## config.mk

```make
export PLATFORM = sky130hd
export DESIGN_NAME = madd_sweep_ctrl
export DESIGN_NICKNAME = d
export VERILOG_FILES = /design/src/rtl/madd_pkg.sv /design/src/rtl/madd_err_acc.sv /design/src/rtl/madd_sweep_ctrl.sv
export SDC_FILE = /design/constraint.sdc
export NUM_CORES = 1
export LEC_CHECK = 0
export CORE_UTILIZATION = 48
export CTS_CLUSTER_SIZE = 25
export DETAILED_ROUTE_END_ITERATION = 10
export PLACE_DENSITY = 0.76
export SYNTH_ARGS = -nofsm -noshare
export SYNTH_HDL_FRONTEND = slang
export SYNTH_SLANG_ARGS = --single-unit
```

## constraint.sdc

```tcl
create_clock -name clk -period 3.3 [get_ports clk]
set_clock_uncertainty 0.05 [all_clocks]
set_input_delay 0.33 -clock clk [delete_from_list [all_inputs] [get_ports clk]]
set_output_delay 0.33 -clock clk [all_outputs]
set_load 0.03 [all_outputs]
```

## src/rtl/madd_pkg.sv

```systemverilog
// Shared types, widths and the exact reference function for the approximate
// multiply-add sweep controller.
package madd_pkg;

    localparam int N_IN       = 6;
    localparam int N_OUT      = 4;
    localparam int ERR_W      = 4;
    localparam int SUM_W      = 10;
    localparam int CNT_W      = 7;
    localparam int ET_DEFAULT = 6;

    typedef enum logic [1:0] {
        IDLE  = 2'd0,
        SWEEP = 2'd1,
        DRAIN = 2'd2,
        DONE  = 2'd3
    } state_e;

    // a = vec[1:0], b = vec[3:2], c = vec[5:4]; result is at most 3*3+3 = 12.
    function automatic logic [N_OUT-1:0] madd_exact(input logic [N_IN-1:0] vec);
        logic [N_OUT-1:0] a;
        logic [N_OUT-1:0] b;
        logic [N_OUT-1:0] c;
        a = {2'b00, vec[1:0]};
        b = {2'b00, vec[3:2]};
        c = {2'b00, vec[5:4]};
        return a * b + c;
    endfunction

endpackage

```

## src/rtl/madd_err_acc.sv

```systemverilog
// Stage 2 of the sweep pipeline: absolute error, threshold compare and the
// max / sum / violation-count accumulators.
module madd_err_acc
    import madd_pkg::*;
#(
    parameter int ET = ET_DEFAULT
) (
    input  logic             clk,
    input  logic             rst,
    input  logic             clear,
    input  logic             valid,
    input  logic [N_OUT-1:0] exact,
    input  logic [N_OUT-1:0] approx,
    output logic [ERR_W-1:0] max_err,
    output logic [SUM_W-1:0] err_sum,
    output logic [CNT_W-1:0] viol_cnt
);

    localparam logic [ERR_W-1:0] ET_L = ERR_W'(ET);

    logic [ERR_W-1:0] max_err_q, max_err_d;
    logic [SUM_W-1:0] err_sum_q, err_sum_d;
    logic [CNT_W-1:0] viol_cnt_q, viol_cnt_d;

    logic [ERR_W:0]   diff;
    logic [ERR_W:0]   abs_diff;
    logic [ERR_W-1:0] err;
    logic [SUM_W:0]   sum_ext;
    logic [CNT_W:0]   cnt_ext;

    always_comb begin
        diff     = {1'b0, exact} - {1'b0, approx};
        abs_diff = diff[ERR_W] ? (~diff + 1'b1) : diff;
        err      = abs_diff[ERR_W-1:0];
        sum_ext  = {1'b0, err_sum_q} + {{(SUM_W-ERR_W+1){1'b0}}, err};
        cnt_ext  = {1'b0, viol_cnt_q} + {{CNT_W{1'b0}}, (err > ET_L)};

        max_err_d  = max_err_q;
        err_sum_d  = err_sum_q;
        viol_cnt_d = viol_cnt_q;
        if (clear) begin
            max_err_d  = '0;
            err_sum_d  = '0;
            viol_cnt_d = '0;
        end else if (valid) begin
            if (err > max_err_q) max_err_d = err;
            // Saturating adds; the 64-vector sweep cannot reach the ceiling.
            err_sum_d  = sum_ext[SUM_W] ? {SUM_W{1'b1}} : sum_ext[SUM_W-1:0];
            viol_cnt_d = cnt_ext[CNT_W] ? {CNT_W{1'b1}} : cnt_ext[CNT_W-1:0];
        end
    end

    always_ff @(posedge clk) begin
        if (rst) begin
            max_err_q  <= '0;
            err_sum_q  <= '0;
            viol_cnt_q <= '0;
        end else begin
            max_err_q  <= max_err_d;
            err_sum_q  <= err_sum_d;
            viol_cnt_q <= viol_cnt_d;
        end
    end

    assign max_err  = max_err_q;
    assign err_sum  = err_sum_q;
    assign viol_cnt = viol_cnt_q;

endmodule

```

## src/rtl/madd_sweep_ctrl.sv

```systemverilog
// Exhaustive 64-vector sweep of one madd netlist: FSM, vector counter and
// stage-1 capture; stage 2 lives in madd_err_acc.
module madd_sweep_ctrl
    import madd_pkg::*;
#(
    parameter int ET    = ET_DEFAULT,
    parameter int N_IN  = 6,
    parameter int N_OUT = 4
) (
    input  logic             clk,
    input  logic             rst,
    input  logic             start,
    input  logic             abort,
    output logic [N_IN-1:0]  dut_in,
    input  logic [N_OUT-1:0] dut_out,
    output logic             busy,
    output logic             done,
    output logic [ERR_W-1:0] max_err,
    output logic [SUM_W-1:0] err_sum,
    output logic [CNT_W-1:0] viol_cnt,
    output logic             pass,
    output logic [1:0]       dbg_state
);

    localparam logic [ERR_W-1:0] ET_L = ERR_W'(ET);

    state_e           state_q, state_d;
    logic [N_IN-1:0]  vec_q, vec_d;
    logic             s1_valid_q, s1_valid_d;
    logic [N_OUT-1:0] s1_exact_q, s1_exact_d;
    logic [N_OUT-1:0] s1_approx_q, s1_approx_d;
    logic             pass_q, pass_d;
    logic             start_ok;
    logic             pass_now;

    // Control handshake: start is a one-cycle request honoured only in IDLE or
    // DONE; abort cancels SWEEP/DRAIN and always beats a simultaneous start.
    assign start_ok = start && !abort && (state_q == IDLE || state_q == DONE);
    assign pass_now = (max_err <= ET_L);

    always_ff @(posedge clk) begin
        if (rst) begin
            state_q     <= IDLE;
            vec_q       <= '0;
            s1_valid_q  <= 1'b0;
            s1_exact_q  <= '0;
            s1_approx_q <= '0;
            pass_q      <= 1'b0;
        end else begin
            state_q     <= state_d;
            vec_q       <= vec_d;
            s1_valid_q  <= s1_valid_d;
            s1_exact_q  <= s1_exact_d;
            s1_approx_q <= s1_approx_d;
            pass_q      <= pass_d;
        end
    end

    always_comb begin
        state_d = state_q;
        unique case (state_q)
            IDLE:  if (start_ok) state_d = SWEEP;
            SWEEP: begin
                if (abort)              state_d = IDLE;
                else if (&vec_q)        state_d = DRAIN;
            end
            DRAIN: state_d = abort ? IDLE : DONE;
            DONE:  state_d = start_ok ? SWEEP : IDLE;
            default: state_d = IDLE;
        endcase

        // The counter doubles as the registered netlist drive, so it rests at 0.
        vec_d       = (state_q == SWEEP && state_d == SWEEP) ? vec_q + 1'b1 : '0;
        s1_valid_d  = (state_q == SWEEP) && !abort;
        s1_exact_d  = madd_exact(vec_q);
        s1_approx_d = dut_out;
        pass_d      = (state_q == DONE) ? pass_now : pass_q;
    end

    always_comb begin
        dut_in    = vec_q;
        busy      = (state_q == SWEEP) || (state_q == DRAIN);
        done      = (state_q == DONE);
        pass      = done ? pass_now : pass_q;
        dbg_state = state_q;
    end

    madd_err_acc #(.ET(ET)) u_acc (
        .clk      (clk),
        .rst      (rst),
        .clear    (start_ok),
        .valid    (s1_valid_q),
        .exact    (s1_exact_q),
        .approx   (s1_approx_q),
        .max_err  (max_err),
        .err_sum  (err_sum),
        .viol_cnt (viol_cnt)
    );

endmodule
```

==> results.txt <==
The mapped cell area is 2420 um^2, and the area growth from synthesis to layout is 34.3%. The die is 73.0 um wide. Entering global routing, the biggest net connects 15 pins. In this run the critical register-to-register path is launched from s1_exact_q[0]. Counting every net in the synthesized netlist gives 313. Detailed placement ended at an HPWL of 3.91 mm.

After detailed routing, the average wire length per cell comes to 13.9 um. The number of cells produced by synthesis was 280. Excluding fillers, the count of instances in the completed layout stands at 408. The I/O pin total was 40. The run gives 5.11% as the met3 usage in global routing. The min-delay analysis places its worst path in the category reg2reg. The first detailed-routing pass took 5 iterations.

In this run the deepest clock path goes through 2 buffers. Of the total synthesized cell area, the portion taken by full adders, half adders and majority gates is 14.2%. The synthesized design contains 39 register bits. The netlist uses 59 different library cells.

In the final layout, the share of cells above drive strength 1 is 19.6%. The global-route usage over all layers came out at 22.4%. IR analysis of the VDD net gives a maximum drop of 209 uV. Cells fill 68.0% of the core in the end. The H-tree was split into 2 levels. Of all nets on the critical path, the largest fanout is 5. The tools report the achievable frequency as 306 MHz. After synthesis, flip-flops and latches occupy 32.2% of the total area. The effective utilization at floorplan was 50.6%; the data arrival time of the worst path was 3460 ps. The detailed-route via count was 2,281; the global-route wire length before repair was 9.36 mm. The number of synthesized flops with an enable pin works out to 0. Wires add up to 5.66 mm. The synthesized-area fraction occupied by ao, oa, aoi and oai cells came out at 20.4%. The tools report the endpoint type of the worst setup path as a register. The detail route stage leaves a number of antenna-violating nets equal to 0. The tightest slew margin relative to the limit was 51.3%; the synthesized area divided by synthesized cell count was 8.65 um^2.

By area the synthesized netlist is led by sky130_fd_sc_hd__dfxtp_1 (32%), sky130_fd_sc_hd__ha_1 (11%), sky130_fd_sc_hd__nor2_1 (4.0%). The region available for standard cell placement spans 4790 um^2. The source of the worst hold timing path is dut_in[0]. In the synthesized netlist the dominant register cell turns out to be sky130_fd_sc_hd__dfxtp_1. Setup violations remaining at the end of the flow were counted as 0. Setup repair after global routing could not meet its margin everywhere. The data required time at the worst endpoint is 3480 ps. The cell at the root of the clock tree was sky130_fd_sc_hd__clkbuf_8. After the last flow step, the layout net total stands at 374. The share of synthesized cell area in and, or, nand and nor gates came out at 22.3%.

The number of inserted diodes came out at 0. Of all flip-flops after synthesis, the portion carrying an async set or reset was 0%. The flow ran to the end, and the final reports show no timing, DRC or antenna violations. Count of maximum capacitance violations: 0.

The floorplan step set the die height to 73.0 um. Library cell occupying the most area in the post-synthesis netlist: sky130_fd_sc_hd__dfxtp_1. Of the available clock period, the critical path in the final layout requires 99.2%.

Measured slew at the worst slew-check pin: 727 ps. Global routing used 38.3% of the available met2 tracks. The clock net in this run drives a total of 39 sinks.

The area share of xor/xnor cells in the synthesized design was 3.25%. The highest-utilization routing layer at the global route stage is met2. The static leakage came out at 1.24 nW. Startpoint-to-endpoint class of the critical path: reg2reg.

Launch point of the critical path: s1_exact_q[0]. After detailed routing, the number of remaining DRC violations is 0. The tools report the clock insertion delay at the later pin of the skew report as 290 ps. The run gives 0.810 as the routability-driven placement congestion ratio. The share of Yosys cell area claimed by the top area cell type is 32.2%, and the overall die area is 5330 um^2. The tools report the number of global-route vias before repair as 2,110.

The via-per-instance ratio is 5.59. TritonCTS built the clock tree. Clock-pin slew was measured on the worst setup and hold paths at 80 ps.

Overall power consumption after layout is estimated at 1.13 mW. The final hold slack is 447 ps, and the met1 capacity usage during global routing is 27.2%. The first routing iteration left 118 violations. By area, the combinational part of the netlist is dominated by simple AND/OR/NAND/NOR gates. During synthesis, Yosys emitted a total of 0 warnings. The number of antenna violations at the first check in global routing is 0. For this design the ratio of total power to cell area is 346 nW/um^2. The tools report the type of origin of the critical path as a register.

The tools report the count of pins over their slew limit as 0. Cell count after placement: 394. Subtracting the final worst setup slack from the clock period gives 3270 ps.

The total overflow left after global routing is 0. Multiplexer cells account for 2.58% of the synthesized area. The count of buffers added on input and output ports is 39. The initialized floorplan defines 25 standard-cell rows.

For the total CTS buffers, the log shows 5. The number of hold violations in the final report is 0.
-- layer usage --
layer / up-vias / wire [um]
li1: 1111 / -
met1: 1098 / 2510
met2: 61 / 2790
met3: 11 / 240
met4: 0 / 125
met5: - / 0
-- worst paths after layout --
| path | end | slack, ps | cells after the start |
|---|---|---|---|
| worst min-delay path | dut_in[0] | 450 | 1 |
| worst max register to register | u_acc.err_sum[9] | 30 | 15 |
| worst max-delay path | u_acc.err_sum[9] | 30 | 15 |
| worst min register to register | dut_in[0] | 450 | 1 |
-- registers in the layout, summed over array words and instances (netlist names), 2 cells and up --
| name | count |
|---|---|
| dbg_state | 2 |
| dut_in | 6 |
| s1_approx_q | 4 |
| s1_exact_q | 4 |
| u_acc.err_sum | 10 |
| u_acc.max_err | 4 |
| u_acc.viol_cnt | 7 |
-- logic make-up (layout without fill, tap and decap cells) --
| logic type | count (synthesis) | after routing |
|---|---|---|
| AOI/OAI and AO/OA | 68 | 68 |
| xor gates and xnor gates | 9 | 9 |
| adders and majority gates | 25 | 25 |
| buffers and inverters | 32 | 93 |
| DFF | 39 | 39 |
| muxes | 6 | 6 |
| and+or+nand+nor | 101 | 101 |
-- cell type report --
type	instances	area, um^2
Clock buffer	5	68.8
Fill cell	405	1530
Multi-Input combinational cell	209	1620
Inverter	24	90.1
Tap cell	67	83.8
Clock inverter	2	37.5
Sequential cell	39	783
Timing Repair Buffer	62	567
-- cells in the final DEF, fill, tap and decap left out, types with 4 or more instances in the layout --
cell type                         count
sky130_fd_sc_hd__a21o_1               4
sky130_fd_sc_hd__a21oi_1             13
sky130_fd_sc_hd__a31oi_1              5
sky130_fd_sc_hd__buf_4               22
sky130_fd_sc_hd__clkbuf_8             5
sky130_fd_sc_hd__clkdlybuf4s50_1     39
sky130_fd_sc_hd__dfxtp_1             37
sky130_fd_sc_hd__ha_1                18
sky130_fd_sc_hd__inv_1               21
sky130_fd_sc_hd__mux2i_1              4
sky130_fd_sc_hd__nand2_1             22
sky130_fd_sc_hd__nand3_1              7
sky130_fd_sc_hd__nand4_1              4
sky130_fd_sc_hd__nor2_1              25
sky130_fd_sc_hd__nor2b_1             11
sky130_fd_sc_hd__nor3_1               5
sky130_fd_sc_hd__o211ai_1             4
sky130_fd_sc_hd__o21ai_0             10
sky130_fd_sc_hd__xnor2_1              4
sky130_fd_sc_hd__xor2_1               4
-- per-stage QoR --
stage | worst slack, ps | area, um^2 | setup TNS [ps]
2_1_floorplan | 30.1 | 2420 | 0
3_3_place_gp | 11.7 | 2980 | 0
3_5_place_dp | -77.5 | 2980 | -225
4_1_cts | -3.27 | 3170 | -3.27
5_1_grt | -116 | 3250 | -426
6_report | 26.9 | 3250 | 0
-- cells in the mapped netlist (3+ instances only) --
| master | n |
|---|---|
| sky130_fd_sc_hd__o211ai_1 | 4 |
| sky130_fd_sc_hd__and3_1 | 3 |
| sky130_fd_sc_hd__nand2_1 | 23 |
| sky130_fd_sc_hd__nor3_1 | 5 |
| sky130_fd_sc_hd__clkbuf_1 | 4 |
| sky130_fd_sc_hd__a21oi_1 | 15 |
| sky130_fd_sc_hd__inv_1 | 24 |
| sky130_fd_sc_hd__or2_2 | 3 |
| sky130_fd_sc_hd__xnor2_1 | 5 |
| sky130_fd_sc_hd__xor2_1 | 4 |
| sky130_fd_sc_hd__o21ai_0 | 12 |
| sky130_fd_sc_hd__nand4_1 | 4 |
| sky130_fd_sc_hd__o2111ai_1 | 3 |
| sky130_fd_sc_hd__nor2_1 | 26 |
| sky130_fd_sc_hd__nor2b_1 | 13 |
| sky130_fd_sc_hd__a211oi_1 | 3 |
| sky130_fd_sc_hd__ha_1 | 21 |
| sky130_fd_sc_hd__a21o_1 | 4 |
| sky130_fd_sc_hd__fa_1 | 4 |
| sky130_fd_sc_hd__a31oi_1 | 5 |
| sky130_fd_sc_hd__mux2i_1 | 4 |
| sky130_fd_sc_hd__dfxtp_1 | 39 |
| sky130_fd_sc_hd__nand3_1 | 7 |
-- timing repair --
item	4_1_cts	5_1_grt
pin swaps	12	13
setup buffers	5	2
hold buffers	0	0
endpoints found under the setup margin	6	16
gates resized for setup	11	16
-- power by group --
part           switching (mW)  internal (mW)
combinational           0.131          0.119
sequential            0.00579          0.477
clock                   0.174          0.221
-- worst max-delay path, stage by stage, from the launching register on --
cell and delay [ps]:
sky130_fd_sc_hd__dfxtp_2 320, sky130_fd_sc_hd__inv_2 50, sky130_fd_sc_hd__ha_4 130, sky130_fd_sc_hd__inv_2 40, sky130_fd_sc_hd__fa_2 540, sky130_fd_sc_hd__inv_2 60, sky130_fd_sc_hd__ha_4 260, sky130_fd_sc_hd__nand2_2 40
sky130_fd_sc_hd__o21ai_2 90, sky130_fd_sc_hd__ha_1 270, sky130_fd_sc_hd__a21o_1 200, sky130_fd_sc_hd__a21o_1 220, sky130_fd_sc_hd__a211o_1 280, sky130_fd_sc_hd__a311oi_4 350, sky130_fd_sc_hd__or2_1 170, sky130_fd_sc_hd__o311a_1 160
No activity file was read; power rests on OpenSTA's default activity.
